**src/rtl/fir_ctrl_pkg.sv**
```systemverilog
// Shared types, defaults and helpers for the time-multiplexed FIR sequencer.
package fir_ctrl_pkg;

    // Sequencer phases: idle, shift/flush, coefficient sweep, MAC pipeline drain, result hold.
    typedef enum logic [2:0] {
        IDLE,
        LOAD,
        MAC,
        DRAIN,
        OUT
    } fir_state_e;

    localparam int DEF_TAPS     = 64;
    localparam int DEF_MAC_LAT  = 2;
    localparam int DEF_CHANNELS = 1;

    // A zero or out-of-range runtime tap count falls back to the full ROM depth.
    function automatic int unsigned eff_taps(input int unsigned taps_cfg, input int unsigned taps);
        return ((taps_cfg == 0) || (taps_cfg > taps)) ? taps : taps_cfg;
    endfunction

endpackage

```
**src/rtl/fir_seq_ctrl_if.sv**
```systemverilog
// Sample-in / result-out handshake plus datapath control bundle of the FIR sequencer.
interface fir_seq_ctrl_if #(
    parameter int ADDR_W = 6,
    parameter int CH_W   = 1
);
    logic              inputValid;
    logic              inputReady;
    logic [CH_W-1:0]   inputChannel;
    logic [ADDR_W:0]   tapsCfg;
    logic              shift;
    logic              flush;
    logic              macEn;
    logic [ADDR_W-1:0] address;
    logic [CH_W-1:0]   channel;
    logic              outputValid;
    logic              outputReady;
    logic [CH_W-1:0]   outputChannel;
    logic              busy;

    // Sequencer side.
    modport master (
        input  inputValid, inputChannel, tapsCfg, outputReady,
        output inputReady, shift, flush, macEn, address, channel,
               outputValid, outputChannel, busy
    );

    // Producer / datapath / consumer side.
    modport slave (
        output inputValid, inputChannel, tapsCfg, outputReady,
        input  inputReady, shift, flush, macEn, address, channel,
               outputValid, outputChannel, busy
    );
endinterface

```
**src/rtl/tap_addr_counter.sv**
```systemverilog
// Loadable up-counter with clear/enable and a terminal flag (count == limit).
// Saturates at the limit; it never wraps.
module tap_addr_counter #(
    parameter int W = 6
) (
    input  logic         clk,
    input  logic         rst,
    input  logic         load_i,
    input  logic [W-1:0] limit_i,
    input  logic         clear_i,
    input  logic         en_i,
    output logic [W-1:0] count_o,
    output logic         term_o
);
    logic [W-1:0] count_q, count_d;
    logic [W-1:0] limit_q, limit_d;

    assign count_o = count_q;
    assign term_o  = (count_q == limit_q);

    // Next count: load restarts at zero with a new limit; clear restarts only; enable steps.
    always_comb begin
        // NOTE: every signal written here gets a default first so no path leaves it unassigned (no latch).
        count_d = count_q;
        limit_d = limit_q;
        if (load_i) begin
            count_d = '0;
            limit_d = limit_i;
        end else if (clear_i) begin
            count_d = '0;
        end else if (en_i && !term_o) begin
            count_d = count_q + W'(1);
        end
    end

    // Count and limit registers.
    always_ff @(posedge clk or posedge rst) begin
        // NOTE: state is updated with non-blocking assignments so all flops sample pre-edge values.
        if (rst) begin
            count_q <= '0;
            limit_q <= '0;
        end else begin
            count_q <= count_d;
            limit_q <= limit_d;
        end
    end
endmodule

```
**src/rtl/fir_seq_ctrl.sv**
```systemverilog
// Sequencer for a time-multiplexed FIR: per accepted sample it shifts/flushes, sweeps
// the coefficient addresses with the MAC enabled, waits out the MAC pipeline and then
// holds the channel-tagged result under a valid/ready handshake.
module fir_seq_ctrl
    import fir_ctrl_pkg::*;
#(
    parameter int TAPS     = DEF_TAPS,
    parameter int ADDR_W   = $clog2(TAPS),
    parameter int MAC_LAT  = DEF_MAC_LAT,
    parameter int CHANNELS = DEF_CHANNELS,
    parameter int CH_W     = (CHANNELS > 1) ? $clog2(CHANNELS) : 1
) (
    input logic           clk,
    input logic           rst,
    fir_seq_ctrl_if.master bus
);
    // One counter serves both the tap sweep (limit N-1) and the drain wait (limit MAC_LAT-1).
    localparam int DRAIN_W    = (MAC_LAT > 1) ? $clog2(MAC_LAT) : 1;
    localparam int CNT_W      = (ADDR_W > DRAIN_W) ? ADDR_W : DRAIN_W;
    localparam int DRAIN_LAST = (MAC_LAT > 0) ? MAC_LAT - 1 : 0;

    fir_state_e        state_q, state_d;
    logic              accept;
    logic              in_ready;
    logic              cnt_load, cnt_clear, cnt_en, cnt_term;
    logic [CNT_W-1:0]  cnt_limit, cnt;
    logic [ADDR_W-1:0] taps_last;
    logic [ADDR_W-1:0] n_last_q, n_last_d;
    logic [CH_W-1:0]   channel_q, channel_d;
    logic [CH_W-1:0]   out_ch_q, out_ch_d;

    // Last tap index of the offered sample; only latched on the accept edge.
    assign taps_last = ADDR_W'(eff_taps(32'(bus.tapsCfg), TAPS) - 1);

    // Ready in IDLE, or in OUT when the current result is being consumed this cycle.
    assign in_ready = (state_q == IDLE) || ((state_q == OUT) && bus.outputReady);
    assign accept   = bus.inputValid && in_ready;

    tap_addr_counter #(
        .W (CNT_W)
    ) u_cnt (
        .clk     (clk),
        .rst     (rst),
        .load_i  (cnt_load),
        .limit_i (cnt_limit),
        .clear_i (cnt_clear),
        .en_i    (cnt_en),
        .count_o (cnt),
        .term_o  (cnt_term)
    );

    // Next-state and counter control.
    always_comb begin
        state_d   = state_q;
        cnt_load  = accept;
        cnt_limit = CNT_W'(taps_last);
        cnt_clear = 1'b0;
        cnt_en    = 1'b0;
        unique case (state_q)
            IDLE: begin
                if (accept) state_d = LOAD;
            end
            LOAD: begin
                state_d = MAC;
            end
            MAC: begin
                cnt_en = 1'b1;
                if (cnt_term) begin
                    if (MAC_LAT > 0) begin
                        state_d   = DRAIN;
                        cnt_load  = 1'b1;
                        cnt_limit = CNT_W'(DRAIN_LAST);
                    end else begin
                        state_d = OUT;
                    end
                end
            end
            DRAIN: begin
                cnt_en = 1'b1;
                if (cnt_term) state_d = OUT;
            end
            OUT: begin
                if (accept) begin
                    state_d = LOAD;
                end else if (bus.outputReady) begin
                    state_d   = IDLE;
                    cnt_clear = 1'b1;
                end
            end
            default: state_d = IDLE;
        endcase
    end

    // Per-sample context: tap limit and channel latched on accept; result tag captured entering OUT.
    always_comb begin
        n_last_d  = accept ? taps_last : n_last_q;
        channel_d = accept ? bus.inputChannel : channel_q;
        out_ch_d  = ((state_d == OUT) && (state_q != OUT)) ? channel_q : out_ch_q;
    end

    // State and context registers.
    always_ff @(posedge clk or posedge rst) begin
        if (rst) begin
            state_q   <= IDLE;
            n_last_q  <= '0;
            channel_q <= '0;
            out_ch_q  <= '0;
        end else begin
            state_q   <= state_d;
            n_last_q  <= n_last_d;
            channel_q <= channel_d;
            out_ch_q  <= out_ch_d;
        end
    end

    // Outputs decoded from registered state; address holds the last tap after the sweep.
    assign bus.inputReady    = in_ready;
    assign bus.shift         = (state_q == LOAD);
    assign bus.flush         = (state_q == LOAD);
    assign bus.macEn         = (state_q == MAC);
    assign bus.outputValid   = (state_q == OUT);
    assign bus.busy          = (state_q != IDLE);
    assign bus.channel       = channel_q;
    assign bus.outputChannel = out_ch_q;
    assign bus.address       = ((state_q == DRAIN) || (state_q == OUT)) ? n_last_q : ADDR_W'(cnt);

endmodule

```
**src/flat_wrapper.sv**
```systemverilog
// flat-port wrapper written by rule: the top's interface ports become plain ports
module fir_seq_ctrl_flat import fir_ctrl_pkg::*;
#(
    parameter int TAPS     = DEF_TAPS,
    parameter int ADDR_W   = $clog2(TAPS),
    parameter int MAC_LAT  = DEF_MAC_LAT,
    parameter int CHANNELS = DEF_CHANNELS,
    parameter int CH_W     = (CHANNELS > 1) ? $clog2(CHANNELS) : 1
)
  (clk, rst, bus_inputValid, bus_inputChannel, bus_tapsCfg, bus_outputReady, bus_inputReady, bus_shift, bus_flush, bus_macEn, bus_address, bus_channel, bus_outputValid, bus_outputChannel, bus_busy);
  fir_seq_ctrl_if #(.ADDR_W(ADDR_W), .CH_W(CH_W)) bus_i ();
  input logic clk;
  input logic rst;
  input wire logic [$bits(bus_i.inputValid)-1:0] bus_inputValid;
  input wire logic [$bits(bus_i.inputChannel)-1:0] bus_inputChannel;
  input wire logic [$bits(bus_i.tapsCfg)-1:0] bus_tapsCfg;
  input wire logic [$bits(bus_i.outputReady)-1:0] bus_outputReady;
  output wire logic [$bits(bus_i.inputReady)-1:0] bus_inputReady;
  output wire logic [$bits(bus_i.shift)-1:0] bus_shift;
  output wire logic [$bits(bus_i.flush)-1:0] bus_flush;
  output wire logic [$bits(bus_i.macEn)-1:0] bus_macEn;
  output wire logic [$bits(bus_i.address)-1:0] bus_address;
  output wire logic [$bits(bus_i.channel)-1:0] bus_channel;
  output wire logic [$bits(bus_i.outputValid)-1:0] bus_outputValid;
  output wire logic [$bits(bus_i.outputChannel)-1:0] bus_outputChannel;
  output wire logic [$bits(bus_i.busy)-1:0] bus_busy;
  assign bus_i.inputValid = bus_inputValid;
  assign bus_i.inputChannel = bus_inputChannel;
  assign bus_i.tapsCfg = bus_tapsCfg;
  assign bus_i.outputReady = bus_outputReady;
  assign bus_inputReady = bus_i.inputReady;
  assign bus_shift = bus_i.shift;
  assign bus_flush = bus_i.flush;
  assign bus_macEn = bus_i.macEn;
  assign bus_address = bus_i.address;
  assign bus_channel = bus_i.channel;
  assign bus_outputValid = bus_i.outputValid;
  assign bus_outputChannel = bus_i.outputChannel;
  assign bus_busy = bus_i.busy;
  fir_seq_ctrl #(.TAPS(TAPS), .ADDR_W(ADDR_W), .MAC_LAT(MAC_LAT), .CHANNELS(CHANNELS), .CH_W(CH_W)) u_core (.clk(clk), .rst(rst), .bus(bus_i));
endmodule
```
**config.mk**
```make
export PLATFORM = sky130hd
export DESIGN_NAME = fir_seq_ctrl_flat
export DESIGN_NICKNAME = d
export VERILOG_FILES = /design/src/rtl/fir_ctrl_pkg.sv /design/src/rtl/fir_seq_ctrl_if.sv /design/src/rtl/tap_addr_counter.sv /design/src/rtl/fir_seq_ctrl.sv /design/src/flat_wrapper.sv
export SDC_FILE = /design/constraint.sdc
export NUM_CORES = 1
export LEC_CHECK = 0
export CAP_MARGIN = 20
export CORE_MARGIN = 1
export CORE_UTILIZATION = 45
export CTS_CLUSTER_DIAMETER = 100
export DETAILED_ROUTE_END_ITERATION = 10
export PLACE_DENSITY_LB_ADDON = 0.1
export SYNTH_ARGS = -nofsm -noshare
export SYNTH_HDL_FRONTEND = slang
export SYNTH_SLANG_ARGS = --single-unit
```
**constraint.sdc**
```tcl
create_clock -name clk -period 2.1 [get_ports clk]
set_input_delay 0.21 -clock clk [delete_from_list [all_inputs] [get_ports clk]]
set_output_delay 0.21 -clock clk [all_outputs]
set_load 0.01 [all_outputs]
```
After elaboration in Yosys (flattened, before gate mapping)
Index checks and enable logic that the tools add are counted.
{"block": "classes", "n_addsub": 2, "magnitude_cmp": 1, "eq_ne": 7, "mux": 19, "n_reduce_logical": 13}
{"op": "$mux 6", "count": 7}
{"op": "$mux 3", "count": 5}
{"op": "$pmux 3 s5", "count": 1}
{"op": "$gt 7x7->1 const B", "count": 1}
{"op": "$logic_not 7->1", "count": 1}
{"op": "$add 6x1->6 const B", "count": 1}
{"op": "$eq 3x2->1 const B", "count": 2}
{"op": "$eq 3x3->1 const B", "count": 2}
{"op": "$eq 6x6->1", "count": 1}
{"op": "$mux 1", "count": 6}
{"op": "$reduce_bool 3->1", "count": 2}
{"op": "$sub 6x1->6 const B", "count": 1}
{"op": "$logic_and 1x1->1", "count": 4}
{"op": "$eq 3x1->1 const B", "count": 1}
{"op": "$logic_not 3->1", "count": 1}
{"op": "$logic_or 1x1->1", "count": 3}
{"op": "$ne 3x3->1 const B", "count": 1}
{"op": "$reduce_or 2->1", "count": 1}
{"op": "$logic_not 1->1", "count": 1}
{"block": "totals", "ff_bits": 23, "input_bits": 12, "out_inout_bits": 14, "word_cells": 48}

Depth between registers and ports, before layout
Gate-level depths: netlist (run 1).
{"block": "depth", "depth_word": 8, "depth_mapped": 7}

Modules after synthesis
A second synthesis (run 1) with hierarchy kept.
{"block": "unflattened", "cells_unflattened": 138, "area_unflattened_um2": 1420.1}
{"mod": "fir_seq_ctrl", "instances": 1, "cells_each": 82, "area_each_um2": 770.7}
{"mod": "tap_addr_counter", "instances": 1, "cells_each": 56, "area_each_um2": 649.4}

Worst setup path after synthesis (run 1)
OpenSTA, ideal clock, no wires.
{"block": "synth_path", "path_type": "register -> register", "startpoint": "register u_core.u_cnt.count_q[4] (netlist: u_core.u_cnt.count_o[4])", "endpoint": "register u_core.out_ch_q (netlist: u_core.bus.outputChannel)", "setup_ns": 0.127, "arrival_ns": 1.620, "required_ns": 1.973, "path_slack_ns": 0.352, "path_stages_with_launch": 6, "period_less_slack_ns": 1.748, "cell_sequence": "dfrtp_1 -> xor2_1 -> nor4_4 -> nand2_2 -> nor2_1 -> mux2_1"}
{"block": "synth_via", "elab_chain_len": 5, "elab_cells_between_ends": 6, "classes_between": "eq/ne: 2; mux: 3; reduce/logical: 1"}
{"element": "start, declared", "line": "tap_addr_counter.sv:15", "text": "logic [W-1:0] count_q, count_d;"}
{"element": "start signal, assigned", "line": "tap_addr_counter.sv:43", "text": "count_q <= count_d;"}
{"element": "$eq 6x6->1 (*)", "line": "tap_addr_counter.sv:19", "text": "assign term_o = (count_q == limit_q);"}
{"element": "$mux 3 (on tied branches)", "line": "fir_seq_ctrl.sv:80, fir_seq_ctrl.sv:68"}
{"element": "$pmux 3 s5 (*)", "line": "fir_seq_ctrl.sv:59", "text": "unique case (state_q)"}
{"element": "$eq 3x3->1 (*)", "line": "fir_seq_ctrl.sv:98", "text": "out_ch_d = ((state_d == OUT) && (state_q != OUT)) ? channel_q : out_ch_q;"}
{"element": "$logic_and 1x1->1 (*)", "line": "fir_seq_ctrl.sv:98"}
{"element": "end signal, assigned", "line": "fir_seq_ctrl.sv:112", "text": "out_ch_q <= out_ch_d;"}
{"element": "end, declared", "line": "fir_seq_ctrl.sv:30", "text": "logic [CH_W-1:0] out_ch_q, out_ch_d;"}
Every way passes the cells marked *; elsewhere a longest branch is shown, timed or not.
A chain may end at the register's enable or synchronous reset.

Worst setup path in the final report (run 1)
{"block": "layout_path", "startpoint": "register u_core.state_q[1]", "endpoint": "output port bus_address[4]"}
{"block": "layout_via", "elab_chain_len": 3, "elab_cells_between_ends": 4, "classes_between": "eq/ne: 2; mux: 1; reduce/logical: 1"}
{"element": "start, declared", "line": "fir_seq_ctrl.sv:22", "text": "fir_state_e state_q, state_d;"}
{"element": "start signal, assigned", "line": "fir_seq_ctrl.sv:109", "text": "state_q <= state_d;"}
{"element": "$eq 3x2->1 / $eq 3x3->1 (equally long branches)", "line": "fir_seq_ctrl.sv:125", "text": "assign bus.address = ((state_q == DRAIN) || (state_q == OUT)) ? n_last_q : ADDR_W'(cnt);"}
{"element": "$logic_or 1x1->1 (*)", "line": "fir_seq_ctrl.sv:125"}
{"element": "$mux 6 (*)", "line": "fir_seq_ctrl.sv:125"}
{"element": "end, declared", "line": "flat_wrapper.sv:22", "text": "output wire logic [$bits(bus_i.address)-1:0] bus_address;"}
Marks and branches as above.

==> metrics.log, run 1 <==
[metrics] status: finished with violations
[metrics] violated checks: setup timing
[metrics] Critical Path Max Stage Delay: ~420 ps
[metrics] CTS tree: built
[metrics] data required time of the critical path: ~1900 ps
[metrics] worst endpoint data arrival time: between 1500 and 2000 ps
[metrics] I/O Buffers: 25
[metrics] die boundary width: roughly 55 um
[metrics] Synth Cell Area: approximately 1300 sq um
[metrics] final-layout fill cell count: roughly 250
[metrics] total power per unit cell area: between 1000 and 1500 nW/um^2
[metrics] peak supply drop: approximately 0.0011 V
[metrics] Clk Tree Root Cell: clkbuf_4
[metrics] maximum level of the CTS H-tree: 1
[metrics] top cell type by total area after synthesis: dfrtp_1
[metrics] DR pass1 iterations: 4
[metrics] worst setup path category: reg2out
[metrics] Avg Cell Area, Syn: 9.74 sq um
[metrics] endpoint of the worst-slack reg-to-reg timing path: u_core.bus.outputChannel
[metrics] worst reg2reg startpoint: u_core.u_cnt.count_o[4]
[metrics] Routed Wire Length: a little over 3 mm
[metrics] FF+latch count, synth: 23
[metrics] Finish-stage setup viols: 5
[metrics] last weighted congestion value of the routability-driven placer: approximately 0.78
[metrics] Avg WL per Cell: around 15 um
[metrics] commonest non-fill, non-tap cell in the layout: dfrtp_1
[metrics] count of flip-flops with a built-in enable after synthesis: 0
[metrics] Yosys top cell area share: 44.7%
[metrics] cells after synthesis: ~130
[metrics] number of nets in the synthesized netlist: 146
[metrics] type of the most critical hold path: in2async
[metrics] timing startpoint of the critical path: u_core.state_q[1]
[metrics] antenna violations before repair: 0
[metrics] cts bufs inserted: 3
[metrics] top flip-flop cell by instance count after synthesis: dfrtp_1
[metrics] Std-Cell Rows: 19
[metrics] Fin Hold WS: 235 ps
[metrics] Slew @ Worst Pin: between 400 and 500 ps
[metrics] count of unresolved DRC violations after routing: 0
[metrics] full die area: slightly above 3000 sq um
[metrics] end point of the critical path: bus_address[4]
[metrics] Syn-to-layout area delta: 33.6%
[metrics] pin count of the biggest net entering global routing: 24
[metrics] sinks on the clock net: 23
[metrics] largest cells by area after synthesis: dfrtp_1, nor2_1, mux2_2
[metrics] headroom to the max-slew limit: around 68%
[metrics] fraction of the cycle the final worst path needs: 102%
[metrics] effective utilization at floorplan: 47.0%
[metrics] number of vias in the routed layout: roughly 1.1k
[metrics] crit-path cells: nor2_1 -> and2_4 -> a21oi_4 -> buf_4 -> mux2_2 -> dlygate4sd2_1
[metrics] final cell count without fillers: a little over 200
[metrics] clock latency at the later pin of the worst-skew pair: about 310 ps
[metrics] async set or reset register ratio after synthesis: between 90% and 100%
[metrics] fraction of layout cells with a size suffix above 1: about a fifth
[metrics] static leakage: roughly 0.74 nW
[metrics] cts hold-fix bufs: 0
[metrics] largest fanout on the critical path: 4
[metrics] via count of the first global-routing pass: between 1k and 1.5k
[metrics] Setup WS pre-CTS: around 75 ps
[metrics] commonest cells after routing, fill and taps aside: dfrtp_1, nor2_1, clkdlybuf4s50_1, buf_4, nand2_1
[metrics] all-layer global routing usage: between 20% and 30%
[metrics] Fin Setup TNS: -159 ps
[metrics] number of antenna cells inserted: 0
[metrics] highest achievable clock rate: between 0.4 and 0.5 GHz
[metrics] count of cells along the worst register-to-register path: 5
[metrics] vertical extent of the die: between 50 and 60 um
[metrics] synth warn: 0
[metrics] Final Net Count: between 150 and 200
[metrics] Avg Vias per Cell: ~5.5
[metrics] proportion of synthesized chip area in sequential cells: 44.7%
[metrics] leftover overflow at the end of global routing: 0
[metrics] instance area at placement: around 1600 sq um
[metrics] first-pass GRT wire length: roughly 5.3 mm
[metrics] number of violations reported at the end of detailed-routing iteration 0: 46
[metrics] Clock Skews: ~3.6 ps
[metrics] number of hold violations in the final report: 0
[metrics] clk slew on worst S/H paths: ~120 ps
[metrics] Worst setup EP type: primary output
[metrics] Max Slew Vio Count: 0
[metrics] cell area after layout: between 1500 and 2000 sq um
[metrics] I/O pin cnt: 26
[metrics] Crit-path slowest cell: dfrtp_1
[metrics] least setup slack across all paths after layout: -40.2 ps
[metrics] clock buffer depth: 2
[metrics] HPWL after detailed placement: about 2.4 mm
[metrics] count of distinct cell types in the synthesized netlist: 35
[metrics] startpoint type of the worst setup path: register
[metrics] number of nets still failing antenna checks after routing: 0
[metrics] reg-to-reg slack, setup: 260 ps
[metrics] placeable core area: around 2700 sq um
[metrics] clock period minus final worst setup slack: approximately 2100 ps
[metrics] unrepaired setup endpoints after global routing: yes
[metrics] number of cells in the design after placement: a little under 200
[metrics] maximum capacitance violations: 0
[synthesized netlist by cell type, types with 3 or more instances]
cell type,count
mux2_2,6
nand2_1,14
and3_1,3
or3_1,3
xnor2_1,6
nor2_1,19
xor2_1,7
a21oi_1,11
dfrtp_1,23
o21ai_0,3
nand3_1,3
[metal layers]
layer | routed length (um) | vias to the layer above | track usage (%)
met5 | 0 | - | 0
met4 | 31 | 0 | 6.43
met3 | 95 | 4 | 3.28
met2 | 1610 | 29 | 40.1
met1 | 1340 | 554 | 27.5
li1 | - | 542 | -
[sequential cells by signal (all words and copies together) (netlist names)]
register / cells
u_core.n_last_q: 6
u_core.u_cnt.count_o: 6
u_core.u_cnt.limit_q: 6
u_core.state_q: 3
u_core.bus.channel: 1
u_core.bus.outputChannel: 1
[power by group]
group	internal, mW	total, mW	leakage [nW]	switching (mW)
Clock	0.0742	0.206	0.0150	0.132
Sequential	0.639	0.809	0.265	0.170
Combinational	0.620	1.20	0.463	0.575
Total	1.33	2.21	0.743	0.877
[how the worst min path moves through the flow]
| stage | from | to | slack (ps) | cells past startpoint |
|---|---|---|---|---|
| floorplan | rst | u_core.bus.channel | 210 | 1 |
| global placement | u_core.bus.outputChannel | u_core.bus.outputChannel | 470 | 1 |
| detailed placement | u_core.n_last_q[3] | u_core.n_last_q[3] | 480 | 1 |
| CTS | rst | u_core.state_q[0] | 250 | 3 |
| global route | rst | u_core.bus.outputChannel | 250 | 3 |
| finish | rst | u_core.bus.channel | 240 | 3 |
[stage by stage]
step                      power (mW)  utilization (%)
after floorplan                 1.51                -
after global placement          1.96             59.9
after detailed placement        2.00             59.9
after CTS                       2.21             62.2
after global routing            2.38             62.8
final                           2.21             62.8
[final cells by class]
type	instances	area, sq um	share of cell area (%)
repair buffers	42	369	21.5
flip-flops and latches	23	577	33.6
multi-input cells	103	699	40.7
inverters	2	7.51	0.437
well taps	31	38.8	2.26
clock buffers	4	26.3	1.53
[worst max-delay path: cells and delay by family, from the launching register on]
kind            cells  cell delay (ps)
flops               1              420
simple gates        2              250
mux                 1              330
buf+inv             2              430
compound gates      1              180
[logic make-up after synthesis]
logic type / synth area share [%]
compound gates: 13.0
xor+xnor: 8.85
fa+ha+maj: 1.95
buf+inv: 2.24
flops: 44.7
mux: 7.68
simple gates: 21.5
[repair_timing]
action,in CTS,in global routing
gates resized for setup,8,6
setup buffers,5,1
endpoints found under the setup margin,6,10
cloned,0,0
Note: power is estimated with default switching activity, not from simulation.
==> run 2, diff against run 1 <==
--- a/config.mk
+++ b/config.mk
@@ -11,6 +11,7 @@
 export CTS_CLUSTER_DIAMETER = 100
 export DETAILED_ROUTE_END_ITERATION = 10
 export PLACE_DENSITY_LB_ADDON = 0.1
+export SKIP_CTS_REPAIR_TIMING = 1
 export SYNTH_ARGS = -nofsm -noshare
 export SYNTH_HDL_FRONTEND = slang
 export SYNTH_SLANG_ARGS = --single-unit
==> run 2 against run 1 <==
Against the previous run:
- sequential share of layout area decreased by 0.60 points
- the run still ends with setup timing left
- power increased by 1.8%
- cell count unchanged
- count of clock-buffer cells in the layout unchanged
==> metrics.log, run 2 (same netlist as run 1, synthesis figures left out) <==
[metrics] fraction of layout cells with a size suffix above 1: 20.7% (-0.57 points)
[metrics] die boundary width: 55.5 um (unchanged)
[metrics] first-pass GRT wire length: 5.14 mm (-2.4%)
[metrics] Fin Hold WS: 237 ps (+2.25 ps)
[metrics] worst reg2reg startpoint: u_core.u_cnt.count_o[4]
[metrics] I/O pin cnt: 26 (unchanged)
[metrics] maximum level of the CTS H-tree: 1 (unchanged)
[metrics] largest fanout on the critical path: 5 (+1)
[metrics] full die area: 3080 sq um (unchanged)
[metrics] number of nets still failing antenna checks after routing: 0 (unchanged)
[metrics] Sw Ratio: 39.1% (-0.63 points)
[metrics] clock buffer depth: 2 (unchanged)
[metrics] effective utilization at floorplan: 47.0% (unchanged)
[metrics] number of cells in the design after placement: 195 (unchanged)
[metrics] startpoint type of the worst setup path: register
[metrics] violated checks: setup timing
[metrics] DR pass1 iterations: 4 (unchanged)
[metrics] count of unresolved DRC violations after routing: 0 (unchanged)
[metrics] leftover overflow at the end of global routing: 0 (unchanged)
[metrics] cts bufs inserted: 3 (unchanged)
[metrics] Max Slew Vio Count: 0 (unchanged)
[metrics] cell area after layout: 1750 sq um (+1.8%)
[metrics] total power per unit cell area: 1290 nW/um^2 (about the same)
[metrics] number of antenna cells inserted: 0 (unchanged)
[metrics] final-layout fill cell count: 233 (-5.3%)
[metrics] headroom to the max-slew limit: 67.9% (-0.23 points)
[metrics] maximum capacitance violations: 0 (unchanged)
[metrics] clk slew on worst S/H paths: 130 ps (about the same)
[metrics] type of the most critical hold path: in2async
[metrics] number of hold violations in the final report: 0 (unchanged)
[metrics] fin util: 64.0% (+1.1 points)
[metrics] placeable core area: 2730 sq um (unchanged)
[metrics] I/O Buffers: 25 (unchanged)
[metrics] final cell count without fillers: 205 (unchanged)
[metrics] cell with the most instances on the worst path: buf_4
[metrics] Syn-to-layout area delta: 36.0%
[metrics] Avg WL per Cell: 15.1 um (+0.59%)
[metrics] Worst setup EP type: primary output
[metrics] peak supply drop: 0.00107 V (+0.26%)
[metrics] Clk Tree Root Cell: clkbuf_4
[metrics] clock period minus final worst setup slack: 2150 ps (+5.81 ps)
[metrics] instance area at placement: 1640 sq um (unchanged)
[metrics] static leakage: 0.830 nW (+12%)
[metrics] all-layer global routing usage: 21.7% (-0.55 points)
[metrics] share of total power in the clock network: 9.2% (about the same)
[metrics] antenna violations before repair: 0 (unchanged)
[metrics] highest achievable clock rate: 0.466 GHz (-0.27%)
[metrics] CTS tree: built
[metrics] commonest cells after routing, fill and taps aside: dfrtp_1, nor2_1, buf_4, clkdlybuf4s50_1, nand2_1
[metrics] Clock Skews: 4.61 ps (+0.978 ps)
[metrics] sinks on the clock net: 23 (unchanged)
[metrics] combinational group share of total power: 54.5% (+0.4 points)
[metrics] number of violations reported at the end of detailed-routing iteration 0: 20 (-57%)
[metrics] Avg Vias per Cell: 5.43 (-1.4%)
[metrics] worst setup path category: reg2out
[metrics] internal power summed over all cells: 1.37 mW (+2.8%)
[metrics] least setup slack across all paths after layout: -46.0 ps (-5.81 ps)
[metrics] Critical Path Max Stage Delay: 440 ps (+20 ps)
[metrics] Slew @ Worst Pin: 478 ps (+3.49 ps)
[metrics] HPWL after detailed placement: 2.37 mm (unchanged)
[metrics] vertical extent of the die: 55.5 um (unchanged)
[metrics] sequential share of power: 36.3% (-0.3 points)
[metrics] pin count of the biggest net entering global routing: 24 (unchanged)
[metrics] Crit-path slowest cell: dfrtp_1
[metrics] crit-path cells: nor2_1 -> and2_4 -> a21oi_4 -> buf_4 -> buf_4 -> mux2_2 -> dlymetal6s2s_1
[metrics] unrepaired setup endpoints after global routing: yes
[metrics] switching component of the power: 0.879 mW (+0.18%)
[metrics] clock latency at the later pin of the worst-skew pair: 310 ps (about the same)
[metrics] Finish-stage setup viols: 1 (-4)
[metrics] worst endpoint data arrival time: 1940 ps (about the same)
[metrics] number of vias in the routed layout: 1113 (-1.4%)
[metrics] Final Net Count: 189 (unchanged)
[metrics] Routed Wire Length: 3.09 mm (+0.59%)
[metrics] commonest non-fill, non-tap cell in the layout: dfrtp_1
[metrics] data required time of the critical path: 1890 ps (about the same)
[metrics] fraction of the cycle the final worst path needs: 102% (+0.28 points)
[metrics] via count of the first global-routing pass: 1143 (-2.3%)
[metrics] status: finished with violations
[metrics] last weighted congestion value of the routability-driven placer: 0.783 (unchanged)
[metrics] Std-Cell Rows: 19 (unchanged)
[metrics] Setup WS pre-CTS: 74.6 ps (unchanged)
[metrics] timing startpoint of the critical path: u_core.state_q[0]
-- run 2: cell types whose count changed in the layout (fill, tap and decap cells not counted), sizes merged --
cell | before | now
dlymetal6s2s | 1 | 9
dlygate4sd2 | 5 | 0
clkdlybuf4s50 | 18 | 16
clkbuf | 5 | 4
-- run 2: final timing paths --
kind / end / slack (ps) / cells after the start
max in group asynchronous: u_core.state_q[2] / 1610 / 3
worst min-delay path: u_core.bus.channel / 240 / 3
worst max-delay path: bus_address[5] / -50 / 7
worst max register to register: u_core.bus.outputChannel / 250 / 5
worst min register to register: u_core.n_last_q[3] / 500 / 1
min in group clk: u_core.bus.channel / 420 / 3
-- run 2: per-stage QoR --
stage	power, mW	setup TNS (ps)
floorplan	1.51	0
finish	2.25	-46.0
global route	2.41	-186
detailed placement	2.00	0
CTS	2.21	-1700
global placement	1.96	0
-- run 2: routing by layer --
metal	global-route usage, %	wire length (um)
met4	6.43	31
met1	26.6	1330
met5	0	0
met2	39.2	1610
met3	3.28	117
-- run 2: final cells by class --
| cell class | instances | area, sq um | share of cell area [%] |
|---|---|---|---|
| clock buffers | 4 | 26.3 | 1.50 |
| inverters | 2 | 7.51 | 0.429 |
| multi-input cells | 103 | 699 | 40.0 |
| flip-flops and latches | 23 | 577 | 33.0 |
| well taps | 31 | 38.8 | 2.22 |
| repair buffers | 42 | 400 | 22.9 |
-- run 2: power by group through the flow --
stage          clock (mW)  sequential (mW)  combinational [mW]
2_1_floorplan           0            0.780               0.728
3_3_place_gp            0            0.818                1.14
3_5_place_dp            0            0.822                1.18
4_1_cts             0.213            0.812                1.19
5_1_grt             0.229            0.841                1.34
6_report            0.207            0.816                1.23
-- run 2: worst max-delay path, delay by kind of cell, from the launching register on --
| kind | cells | cell delay (ps) |
|---|---|---|
| buffers and inverters | 3 | 410 |
| multiplexers | 1 | 310 |
| AND/OR/NAND/NOR | 2 | 260 |
| flip-flops | 1 | 440 |
| AO/OA/AOI/OAI | 1 | 190 |
==> run 3, diff against run 2 <==
--- a/config.mk
+++ b/config.mk
@@ -5,6 +5,7 @@
 export SDC_FILE = /design/constraint.sdc
 export NUM_CORES = 1
 export LEC_CHECK = 0
+export ABC_AREA = 1
 export CAP_MARGIN = 20
 export CORE_MARGIN = 1
 export CORE_UTILIZATION = 45
==> run 3 against run 2 <==
Against the previous run:
- the flow now finishes without violations
- largest cell class unchanged
- highest routed layer unchanged
- flip-flop and latch count unchanged
- power increased by 2.4%
- combinational power increased by 3%
- cell count increased by 31%
- design area increased by 1.0%
- hold slack got worse by 35 ps
==> metrics.log, run 3 <==
[metrics] full die area: 3400 sq um (+11%)
[metrics] highest achievable clock rate: 0.517 GHz (+11%)
[metrics] count of unresolved DRC violations after routing: 0 (unchanged)
[metrics] Avg Vias per Cell: 4.76 (-12%)
[metrics] clock buffer depth: 2 (unchanged)
[metrics] peak supply drop: 0.000549 V (-49%)
[metrics] logic depth of the worst setup path including buffers: 4 (-3)
[metrics] largest fanout on the critical path: 4 (-1)
[metrics] clock period minus final worst setup slack: 1930 ps (-212 ps)
[metrics] Avg Cell Area, Syn: 7.21 sq um (-26%)
[metrics] worst endpoint data arrival time: 1720 ps (-220 ps)
[metrics] sequential share of power: 35.6% (-0.7 points)
[metrics] via count of the first global-routing pass: 1198 (+4.8%)
[metrics] async set or reset register ratio after synthesis: 100% (unchanged)
[metrics] status: complete, no violations
[metrics] leftover overflow at the end of global routing: 0 (unchanged)
[metrics] Sw Ratio: 43.9% (+4.8 points)
[metrics] largest cells by area after synthesis: dfrtp_1, nand2_1, inv_1
[metrics] DR pass1 iterations: 4 (unchanged)
[metrics] first-pass GRT wire length: 5.17 mm (+0.54%)
[metrics] total power per unit cell area: 1300 nW/um^2 (+1.4%)
[metrics] maximum level of the CTS H-tree: 1 (unchanged)
[metrics] number of vias in the routed layout: 1281 (+15%)
[metrics] final cell count without fillers: 269 (+31%)
[metrics] sinks on the clock net: 23 (unchanged)
[metrics] Finish-stage setup viols: 0 (-1)
[metrics] Std-Cell Rows: 20 (+1)
[metrics] count of distinct cell types in the synthesized netlist: 26 (-26%)
[metrics] FF+latch count, synth: 23 (unchanged)
[metrics] static leakage: 0.989 nW (+19%)
[metrics] adder-cell area share of the yosys netlist: 1.75% (-0.19 points)
[metrics] vertical extent of the die: 58.3 um (+5.2%)
[metrics] number of violations reported at the end of detailed-routing iteration 0: 65 (+230%)
[metrics] worst setup path category: reg2out
[metrics] data required time of the critical path: 1890 ps (about the same)
[metrics] number of cells in the design after placement: 265 (+36%)
[metrics] commonest non-fill, non-tap cell in the layout: nand2_1
[metrics] synthesized-area fraction occupied by and/or/nand/nor cells: 34.4% (+13 points)
[metrics] antenna violations before repair: 0 (unchanged)
[metrics] dominant cell by count in the synthesized netlist: nand2_1
[metrics] number of antenna cells inserted: 0 (unchanged)
[metrics] xor and xnor area share after synthesis: 3.68% (-5.2 points)
[metrics] fraction of the cycle the final worst path needs: 92.1% (-10 points)
[metrics] switching component of the power: 1.01 mW (+15%)
[metrics] Slew @ Worst Pin: 290 ps (-188 ps)
[metrics] all-layer global routing usage: 20.2% (-1.5 points)
[metrics] crit-path cells: nor2_2 -> inv_1 -> nor2_2 -> clkdlybuf4s50_1
[metrics] Clock Skews: 5.92 ps (+1.30 ps)
[metrics] placeable core area: 3030 sq um (+11%)
[metrics] Final Power: 2.30 mW (+2.4%)
[metrics] endpoint of the worst-slack reg-to-reg timing path: u_core.u_cnt.count_o[0]
[metrics] Setup WS pre-CTS: 144 ps (+69.0 ps)
[metrics] fraction of layout cells with a size suffix above 1: 11.1% (-9.6 points)
[metrics] number of hold violations in the final report: 0 (unchanged)
[metrics] type of the most critical hold path: in2async
[metrics] clk slew on worst S/H paths: 140 ps (about the same)
[metrics] synth warn: 0 (unchanged)
[metrics] Clk Tree Root Cell: clkbuf_4
[metrics] die boundary width: 58.3 um (+5.2%)
[metrics] clock latency at the later pin of the worst-skew pair: 320 ps (about the same)
[metrics] Avg WL per Cell: 10.9 um (-28%)
[metrics] Critical Path Max Stage Delay: 560 ps (+120 ps)
[metrics] top cell family by delay on the critical path: buffers and inverters
[metrics] CTS tree: built
[metrics] effective utilization at floorplan: 47.1% (+0.10 points)
[metrics] reg-to-reg slack, setup: 440 ps (+190 ps)
[metrics] number of nets in the synthesized netlist: 212 (+45%)
[metrics] least setup slack across all paths after layout: 166 ps (+212 ps)
[metrics] worst reg2reg startpoint: u_core.u_cnt.count_o[0]
[metrics] cells after synthesis: 198 (+50%)
[metrics] number of nets still failing antenna checks after routing: 0 (unchanged)
[metrics] Max Slew Vio Count: 0 (unchanged)
[metrics] combinational group share of total power: 55.0% (+0.5 points)
[metrics] maximum capacitance violations: 0 (unchanged)
[metrics] commonest cells after routing, fill and taps aside: nand2_1, inv_1, dfrtp_1, clkdlybuf4s50_1, nor2_1
[metrics] unrepaired setup endpoints after global routing: no
[metrics] Syn-to-layout area delta: 23.8%
[metrics] post-synthesis mux area share: 0% (-7.7 points)
[metrics] share of the synthesized area in compound gates (AO/OA/AOI/OAI): 9.47% (-3.6 points)
[metrics] headroom to the max-slew limit: 80.6% (+13 points)
[metrics] startpoint type of the worst setup path: register
[metrics] Synth Cell Area: 1430 sq um (+11%)
[metrics] Worst setup EP type: primary output
[metrics] cts bufs inserted: 3 (unchanged)
[metrics] Final Net Count: 240 (+27%)
[metrics] top flip-flop cell by instance count after synthesis: dfrtp_1
[metrics] cell with the most instances on the worst path: nor2_2
[metrics] I/O pin cnt: 26 (unchanged)
[metrics] Crit-path slowest cell: clkdlybuf4s50_1
[metrics] proportion of synthesized chip area in sequential cells: 40.3% (-4.4 points)
[metrics] internal power summed over all cells: 1.29 mW (-5.7%)
[metrics] Yosys top cell area share: 40.3% (-4.4 points)
[metrics] top cell type by total area after synthesis: dfrtp_1
[metrics] cell types with the highest counts after synthesis: nand2_1, inv_1, dfrtp_1
[metrics] HPWL after detailed placement: 2.27 mm (-4.2%)
[metrics] I/O Buffers: 25 (unchanged)
[metrics] count of flip-flops with a built-in enable after synthesis: 0 (unchanged)
[metrics] Routed Wire Length: 2.94 mm (-4.9%)
[metrics] count of buffering cells on the critical path with inverters included: 2 (-1)
[metrics] last weighted congestion value of the routability-driven placer: 0.832 (+6.3%)
[metrics] main combinational cell family by area after synthesis: simple AND/OR/NAND/NOR gates
[metrics] count of cells along the worst register-to-register path: 6 (+1)
[metrics] pin count of the biggest net entering global routing: 24 (unchanged)
[metrics] share of total power in the clock network: 9.3% (about the same)
## run 3: cell count changes after synthesis, moves of 4 or more
cell / delta
nand3_1: +9
a21oi_1: -7
inv_1: +25
o21ai_1: +5
xnor2_1: -4
nand4_1: +4
o21ai_0: +10
mux2_2: -6
nand2_1: +44
nor2_2: +4
## run 3: logic make-up (layout without fill, tap and decap cells)
family,after synthesis,in the layout
AND/OR/NAND/NOR,107,107
buffers and inverters,35,62
AO/OA/AOI/OAI,25,25
flip-flops,23,23
XOR/XNOR,6,6
adder cells (fa/ha/maj),2,2
## run 3: per-layer routing
metal	track usage, %	vias to the layer above	routed length [um]
met1	27.1	580	1450
met5	0	-	0
met3	2.64	4	96
li1	-	676	-
met2	32.8	21	1340
met4	9.18	0	49
## run 3: power groups by stage
| stage | clock (mW) | combinational, mW | sequential (mW) |
|---|---|---|---|
| final | 0.215 | 1.27 | 0.821 |
| after global placement | 0 | 1.28 | 0.817 |
| after floorplan | 0 | 0.837 | 0.789 |
| after global routing | 0.235 | 1.45 | 0.844 |
| after CTS | 0.220 | 1.31 | 0.815 |
| after detailed placement | 0 | 1.30 | 0.825 |
## run 3: through the flow
| step | hold WS [ps] | utilization [%] | cell area [sq um] | setup TNS [ps] |
|---|---|---|---|---|
| after floorplan | 212 | - | 1430 | 0 |
| after global placement | 468 | 56.8 | 1720 | 0 |
| after detailed placement | 473 | 56.8 | 1720 | 0 |
| after CTS | 214 | 57.7 | 1750 | -785 |
| after global routing | 284 | 58.3 | 1770 | 0 |
| final | 202 | 58.3 | 1770 | 0 |
## run 3: worst register-to-register path: stages (launching register included)
cell and delay (ps):
dfrtp_1 470, or2_0 240, a21oi_2 160, nand3_2 260, nand2_1 210, xor2_1 170
nor2_1 60
## run 3: layout make-up
cell class	instances	area, sq um
fill	270	1260
multi-input combinational	140	708
sequential	23	576
timing repair buffer	28	288
inverter	30	113
tap	44	55.1
clock buffer	3	22.5
clock inverter	1	5.00
## run 3: how the worst max path moves through the flow
stage / from / to / slack (ps)
6_report: u_core.state_q[0] / bus_outputValid / 170
5_1_grt: u_core.state_q[0] / bus_outputValid / 60
4_1_cts: u_core.state_q[1] / bus_address[1] / -180
3_5_place_dp: bus_tapsCfg[4] / u_core.u_cnt.limit_q[4] / 140
3_3_place_gp: bus_tapsCfg[0] / u_core.u_cnt.limit_q[4] / 210
2_1_floorplan: u_core.state_q[1] / bus_address[0] / 720
